`src/rtl/trap_ctrl_pkg.sv`:
```
// Shared definitions for the machine-mode trap controller: FSM states,
// interrupt cause codes, mcause encodings and the CSR addresses they relate to.
// Pure definitions; no timing or flow control.
package trap_ctrl_pkg;

  typedef enum logic [1:0] {
    RUN   = 2'd0,
    SLEEP = 2'd1,
    TRAP  = 2'd2,
    RET   = 2'd3
  } trap_state_t;

  // Machine-level interrupt cause codes (mcause low bits)
  localparam logic [4:0] IRQ_M_EXT   = 5'd11;
  localparam logic [4:0] IRQ_M_TIMER = 5'd7;

  // CSR addresses touched by the trap/return sequence
  localparam logic [11:0] CSR_MSTATUS = 12'h300;
  localparam logic [11:0] CSR_MIE     = 12'h304;
  localparam logic [11:0] CSR_MTVEC   = 12'h305;
  localparam logic [11:0] CSR_MEPC    = 12'h341;
  localparam logic [11:0] CSR_MCAUSE  = 12'h342;
  localparam logic [11:0] CSR_MIP     = 12'h344;

  // mcause for an interrupt: MSB set, cause code in the low bits
  function automatic logic [31:0] irq_cause(input logic [4:0] code);
    return {1'b1, 26'd0, code};
  endfunction

  localparam logic [31:0] CAUSE_M_EXT   = irq_cause(IRQ_M_EXT);
  localparam logic [31:0] CAUSE_M_TIMER = irq_cause(IRQ_M_TIMER);

endpackage

```
`src/rtl/trap_ctrl_irq_sync.sv`:
```
// Multi-flop synchronizer bringing an asynchronous level into the clk domain.
// Latency: STAGES clk cycles from d to q.
// No backpressure; level in, level out.
// Ports: clk, rst (async active-low), d (async level), q (synchronized level).
module irq_sync #(
  parameter int STAGES = 2
) (
  input  logic clk,
  input  logic rst,
  input  logic d,
  output logic q
);

  logic [STAGES-1:0] sync_r;

  always_ff @(posedge clk or negedge rst) begin
    if (!rst) begin
      sync_r <= '0;
    end else begin
      sync_r <= {sync_r[STAGES-2:0], d};
    end
  end

  assign q = sync_r[STAGES-1];

endmodule

```
`src/rtl/trap_ctrl.sv`:
```
// Machine-mode trap/return/WFI sequencer: takes interrupts, MRET and WFI at commit.
// Latency: event sampled on an unstalled cycle N pulses in N+1 (ext_irq +SYNC_STAGES).
// Backpressure: pc_stall freezes the FSM and suppresses every pulse output.
// Ports: clk, rst (async active-low); ext_irq/timer_irq interrupt levels;
//   csr_mie/csr_meie/csr_mtie/csr_mepc from the CSR file; wfi_req/mret_req/cur_pc
//   from commit; pc_stall; outputs meip/mtip, trap_take/mret_take + trap_epc/
//   trap_cause to the CSR file, redirect_valid/redirect_pc/flush/halt to fetch.
module trap_ctrl
  import trap_ctrl_pkg::*;
#(
  parameter int          SYNC_STAGES = 2,
  parameter logic [31:0] MTVEC_RST   = 32'h0001_0000
) (
  input  logic        clk,
  input  logic        rst,
  input  logic        ext_irq,
  input  logic        timer_irq,
  input  logic        csr_mie,
  input  logic        csr_meie,
  input  logic        csr_mtie,
  input  logic [31:0] csr_mepc,
  input  logic        wfi_req,
  input  logic        mret_req,
  input  logic [31:0] cur_pc,
  input  logic        pc_stall,
  output logic        meip,
  output logic        mtip,
  output logic        trap_take,
  output logic        mret_take,
  output logic [31:0] trap_epc,
  output logic [31:0] trap_cause,
  output logic        redirect_valid,
  output logic [31:0] redirect_pc,
  output logic        flush,
  output logic        halt
);

  trap_state_t state, state_n;
  logic [31:0] epc_q, epc_n;
  logic [31:0] cause_q, cause_n;
  logic [31:0] wfi_pc_q, wfi_pc_n;
  // blank_q: first RUN cycle after TRAP/RET, lets the CSR file's MIE update land
  // resume_q: first RUN cycle after a non-trapping wake from WFI; carries the redirect
  logic        blank_q, blank_n;
  logic        resume_q, resume_n;

  logic        ext_pend;
  logic        pend;
  logic [31:0] cause_sel;

  irq_sync #(.STAGES(SYNC_STAGES)) u_irq_sync (
    .clk (clk),
    .rst (rst),
    .d   (ext_irq),
    .q   (meip)
  );

  always_ff @(posedge clk or negedge rst) begin
    if (!rst) begin
      mtip     <= 1'b0;
      state    <= RUN;
      epc_q    <= '0;
      cause_q  <= '0;
      wfi_pc_q <= '0;
      blank_q  <= 1'b0;
      resume_q <= 1'b0;
    end else begin
      mtip     <= timer_irq;
      state    <= state_n;
      epc_q    <= epc_n;
      cause_q  <= cause_n;
      wfi_pc_q <= wfi_pc_n;
      blank_q  <= blank_n;
      resume_q <= resume_n;
    end
  end

  assign ext_pend  = meip & csr_meie;
  assign pend      = ext_pend | (mtip & csr_mtie);
  assign cause_sel = ext_pend ? CAUSE_M_EXT : CAUSE_M_TIMER;

  always_comb begin
    state_n        = state;
    epc_n          = epc_q;
    cause_n        = cause_q;
    wfi_pc_n       = wfi_pc_q;
    blank_n        = blank_q;
    resume_n       = resume_q;
    trap_take      = 1'b0;
    mret_take      = 1'b0;
    redirect_valid = 1'b0;
    redirect_pc    = '0;

    // Target PC is presented whenever the state implies a redirect;
    // the pulses themselves are gated by pc_stall.
    unique case (state)
      TRAP:    redirect_pc = MTVEC_RST;
      RET:     redirect_pc = csr_mepc;
      RUN:     if (resume_q) redirect_pc = wfi_pc_q + 32'd4;
      default: ;
    endcase

    if (!pc_stall) begin
      unique case (state)
        RUN: begin
          blank_n  = 1'b0;
          resume_n = 1'b0;
          redirect_valid = resume_q;
          if (!blank_q && !resume_q) begin
            if (pend && csr_mie) begin
              state_n = TRAP;
              // A WFI committing alongside the interrupt has retired: resume after it
              epc_n   = wfi_req ? cur_pc + 32'd4 : cur_pc;
              cause_n = cause_sel;
            end else if (mret_req) begin
              state_n = RET;
            end else if (wfi_req) begin
              state_n  = SLEEP;
              wfi_pc_n = cur_pc;
            end
          end
        end
        SLEEP: begin
          // Wake on any enabled pending source regardless of global MIE
          if (pend) begin
            if (csr_mie) begin
              state_n = TRAP;
              epc_n   = wfi_pc_q + 32'd4;
              cause_n = cause_sel;
            end else begin
              state_n  = RUN;
              resume_n = 1'b1;
            end
          end
        end
        TRAP: begin
          trap_take      = 1'b1;
          redirect_valid = 1'b1;
          state_n        = RUN;
          blank_n        = 1'b1;
        end
        RET: begin
          mret_take      = 1'b1;
          redirect_valid = 1'b1;
          state_n        = RUN;
          blank_n        = 1'b1;
        end
        default: state_n = RUN;
      endcase
    end

    flush = redirect_valid;
    halt  = (state == SLEEP);
  end

  assign trap_epc   = epc_q;
  assign trap_cause = cause_q;

endmodule

```
`config.mk`:
```
export PLATFORM = sky130hd
export DESIGN_NAME = trap_ctrl
export DESIGN_NICKNAME = d
export VERILOG_FILES = /design/src/rtl/trap_ctrl_pkg.sv /design/src/rtl/trap_ctrl_irq_sync.sv /design/src/rtl/trap_ctrl.sv
export SDC_FILE = /design/constraint.sdc
export NUM_CORES = 1
export LEC_CHECK = 0
export ABC_AREA = 1
export CAP_MARGIN = 20
export CORE_AREA = 2 2 107 187
export DETAILED_ROUTE_END_ITERATION = 8
export DIE_AREA = 0 0 109 189
export DONT_BUFFER_PORTS = 1
export SYNTH_ARGS = -nofsm -noshare
export SYNTH_HDL_FRONTEND = slang
export SYNTH_SLANG_ARGS = --single-unit
```
`constraint.sdc`:
```
create_clock -name clk -period 1.5 [get_ports clk]
set_clock_uncertainty 0.15 [all_clocks]
set_input_delay 0.15 -clock clk [delete_from_list [all_inputs] [get_ports clk]]
set_output_delay 0.15 -clock clk [all_outputs]
set_load 0.005 [all_outputs]
```
==> metrics.md, run 1 <==
| Metric | Value |
|---|---|
| Comb power frac | `0.613` |
| N_diodes | `0` |
| Final setup vio count | `about 100` |
| Failing checks | `hold timing, setup timing` |
| Worst-skew pair later-pin latency | `about 0.35 ns` |
| Drt wl/cell | `22.2 um` |
| Starting Density | `0.297` |
| Die X | `around 110 um` |
| Final Cell Area | `approximately 0.01 mm2` |
| VDD IR max | `between 0.8 and 0.9 mV` |
| R2r endpoint | `trap_epc[22]$_DFFE_PN0P_` |
| Synth Flop Type | `dfrtp_1` |
| Pleak | `between 4 and 5 nW` |
| Crit path time final | `~2.2 ns` |
| Reg2reg start | `wfi_pc_q[3]$_DFFE_PN0P_` |
| Register area share after synthesis | `0.328` |
| Fill count | `~1700` |
| Slew Limit Fails | `0` |
| Worst setup path endpoint | `redirect_pc[29]` |
| Pin count of the biggest net entering global routing | `75` |
| # Max-Cap Violations | `0` |
| Placed standard-cell area | `~0.0065 mm2` |
| Seq pwr share | `0.241` |
| Tot Pwr | `~17 mW` |
| DRC | `0` |
| CTS tree | `built` |
| Post-synth cell types | `34` |
| Met2 wire length | `between 10000 and 15000 um` |
| Pwr dens | `1700 mW/mm2` |
| Pint | `9.18 mW` |
| Switching share of total power | `0.448` |
| Met3 WL | `between 2000 and 2500 um` |
| Core area | `0.0190 mm2` |
| FP Rows | `67` |
| Dpl hpwl | `around 18000 um` |
| FFs w/ async S/R, synth | `1.00` |
| Clock H-tree levels | `3` |
| Clock buffer depth | `2` |
| Post-DRT Antenna Nets | `0` |
| Critical Path AT | `~1.9 ns` |
| Total Nets Final | `1162` |
| Sw Pwr | `between 7 and 8 mW` |
| CP Capture Type | `output port` |
| Mapped Area | `about 0.0057 mm2` |
| GRT overflow | `0` |
| CP Class | `reg2out` |
| Yosys warns | `0` |
| GPL Wtd Cong | `roughly 0.9` |
| Share of layout cells above drive strength 1 | `0.479` |
| Max Fanout on Critical Path | `3` |
| #FFs+latches synth | `74` |
| Number of global-route vias before repair | `roughly 7100` |
| Clock share of power | `0.145` |
| Hold_ws | `-0.653 ns` |
| Max Used Layer | `met4` |
| Status | `complete, but fails checks` |
| Vias post-DR | `between 7000 and 8000` |
| Post-Place Worst Slack | `-0.405 ns` |
| RSZ-0062 raised after global routing | `true` |
| Final WS setup | `-0.719 ns` |
| Top Ports | `about 180` |
| Area growth from synthesis to final layout | `73.4%` |
| Hold Path Class | `in2async` |
| Cts hold-fix bufs | `37` |
| GR Util All Layers | `0.280` |
| 1st-pass router iterations | `5` |
| Vias per cell | `between 5 and 6` |
| Die area | `about 0.021 mm2` |
| Port Buffers | `0` |
| Worst setup SP type | `flop` |
| R2R Setup Slk | `-0.46 ns` |
| Count of flip-flops with a built-in enable after synthesis | `0` |
| CTS Root Cell | `clkbuf_16` |
| Worst Setup SP | `wfi_pc_q[15]$_DFFE_PN0P_` |
| Final WL | `29500 um` |
| Antenna violations before repair | `0` |
| First-pass GRT wire length | `between 40000 and 50000 um` |
| CTS Sinks | `between 70 and 80` |
| Clk pin slew, worst setup/hold paths | `roughly 0.060 ns` |
| Max Clk Rate | `roughly 450 MHz` |
| Detailed Route Iter0 Violations | `450` |
| Seq. cell area | `approximately 0.0019 mm2` |
| Post-synthesis cell count | `868` |
| Die height | `roughly 190 um` |
| Final Hold Viols | `74` |
| Area of the multi-input gates | `around 0.0045 mm2` |
| Mean area per synthesized cell | `~6.5 um2` |
| WP data required | `~1.2 ns` |
| Metal1 wirelength | `roughly 9500 um` |
| FF-to-FF path depth | `12` |
| CTS buffer count | `9` |
| Final worst path period share | `1.48` |
==> repair_timing <==
item,4_1_cts,5_1_grt
setup endpoints to repair,106,106
cloned,21,0
buffers inserted,55,45
hold endpoints to repair,139,74
pin swaps,51,87
gates resized for setup,285,190
==> synth_stat cells, types with 9 or more instances <==
library cell,n,area share
o21ai_1,9,0.0080
nand4_1,12,0.013
inv_1,79,0.052
nor2_4,10,0.020
buf_4,34,0.045
nand2_1,323,0.21
nor2_1,83,0.055
xor2_1,17,0.026
buf_6,9,0.018
o21ai_0,52,0.046
nand2_2,9,0.010
nand3_1,81,0.072
dfrtp_1,74,0.33
a21oi_1,13,0.012
==> metal layers <==
metal  track usage  vias up
li1              -     3137
met1         0.286     3294
met4         0.237        0
met3        0.0565      167
met2         0.476      427
met5             0        -
==> cell type report <==
class	count	area share
multi-input combinational	681	0.459
timing repair buffer	236	0.252
sequential	74	0.189
inverter	83	0.0351
tap	241	0.0308
clock buffer	11	0.0248
clock inverter	5	0.00792
timing repair inverter	1	0.00115
==> sequential cells by signal, indices dropped and copies added, names as in the netlist <==
| signal | flops |
|---|---|
| u_irq_sync.sync_r | 2 |
| blank_q | 1 |
| resume_q | 1 |
| mtip | 1 |
| wfi_pc_q | 32 |
| trap_epc | 32 |
| state | 2 |
| trap_cause | 3 |
==> critical path, cell delays in order (launching register included) <==
cell and delay [ns]:
dfrtp_1 0.46, nand2_2 0.14, nor2_4 0.15, buf_4 0.12
nand2_1 0.08, nor2_2 0.16, nand2_2 0.08, nand2_2 0.07
nand2_2 0.07, a22o_1 0.24
==> power groups by stage <==
stage | Clock [mW] | Combinational, mW | Sequential (mW)
floorplan | 0 | 3.24 | 3.56
global placement | 0 | 5.71 | 3.84
detailed placement | 0 | 5.74 | 3.85
CTS | 2.43 | 8.61 | 3.90
global route | 2.50 | 10.8 | 4.10
finish | 2.42 | 10.2 | 4.01
==> stage by stage <==
step                 util  setup TNS [ns]  std cells  hold slack (ns)
global route        0.515          -46.14       1332           -0.664
global placement    0.340          -21.86       1181           -0.294
finish              0.515          -40.08       1332           -0.653
floorplan               -           -1.82        894           -0.296
detailed placement  0.340          -22.80       1181           -0.294
CTS                 0.477          -38.13       1307           -0.657
==> layout by cell type (no fill, tap or decap), drive strengths merged, types with 3 or more instances in the layout <==
cell type	synthesis	layout
xnor2	6	6
clkbuf	7	12
a21oi	13	13
nor2	101	101
nand4	12	12
conb	1	27
o21ai	62	62
dfrtp	74	74
nand2	332	332
nand3	83	83
buf	49	198
dlygate4sd3	0	37
a22o	8	8
xor2	17	17
o31ai	3	3
inv	83	84
a21o	6	6
==> how the worst min path moves through the flow <==
stage,end,slack (ns)
5_1_grt,trap_epc[31]$_DFFE_PN0P_,-0.66
6_report,trap_epc[21]$_DFFE_PN0P_,-0.65
4_1_cts,trap_epc[21]$_DFFE_PN0P_,-0.66
3_5_place_dp,trap_epc[21]$_DFFE_PN0P_,-0.29
2_1_floorplan,blank_q$_DFFE_PN0P_,-0.30
3_3_place_gp,trap_epc[31]$_DFFE_PN0P_,-0.29
==> logic make-up (layout without fill, tap and decap cells) <==
logic type      Yosys count  in the layout  synth area share
simple gates            531            531             0.401
buf+inv                 139            336             0.128
compound gates           98             98             0.102
flops                    74             74             0.328
xor+xnor                 23             23            0.0356
fa+ha+maj                 2              2           0.00443
other cells               1             27          0.000664
Note: power is estimated with default switching activity, not from simulation.
==> run 2: changes to the inputs <==
Settings changed: CTS_CLUSTER_SIZE set to 12.
==> results of run 2 <==
No change in the layout: final DEF, timing and power equal those of run 1.
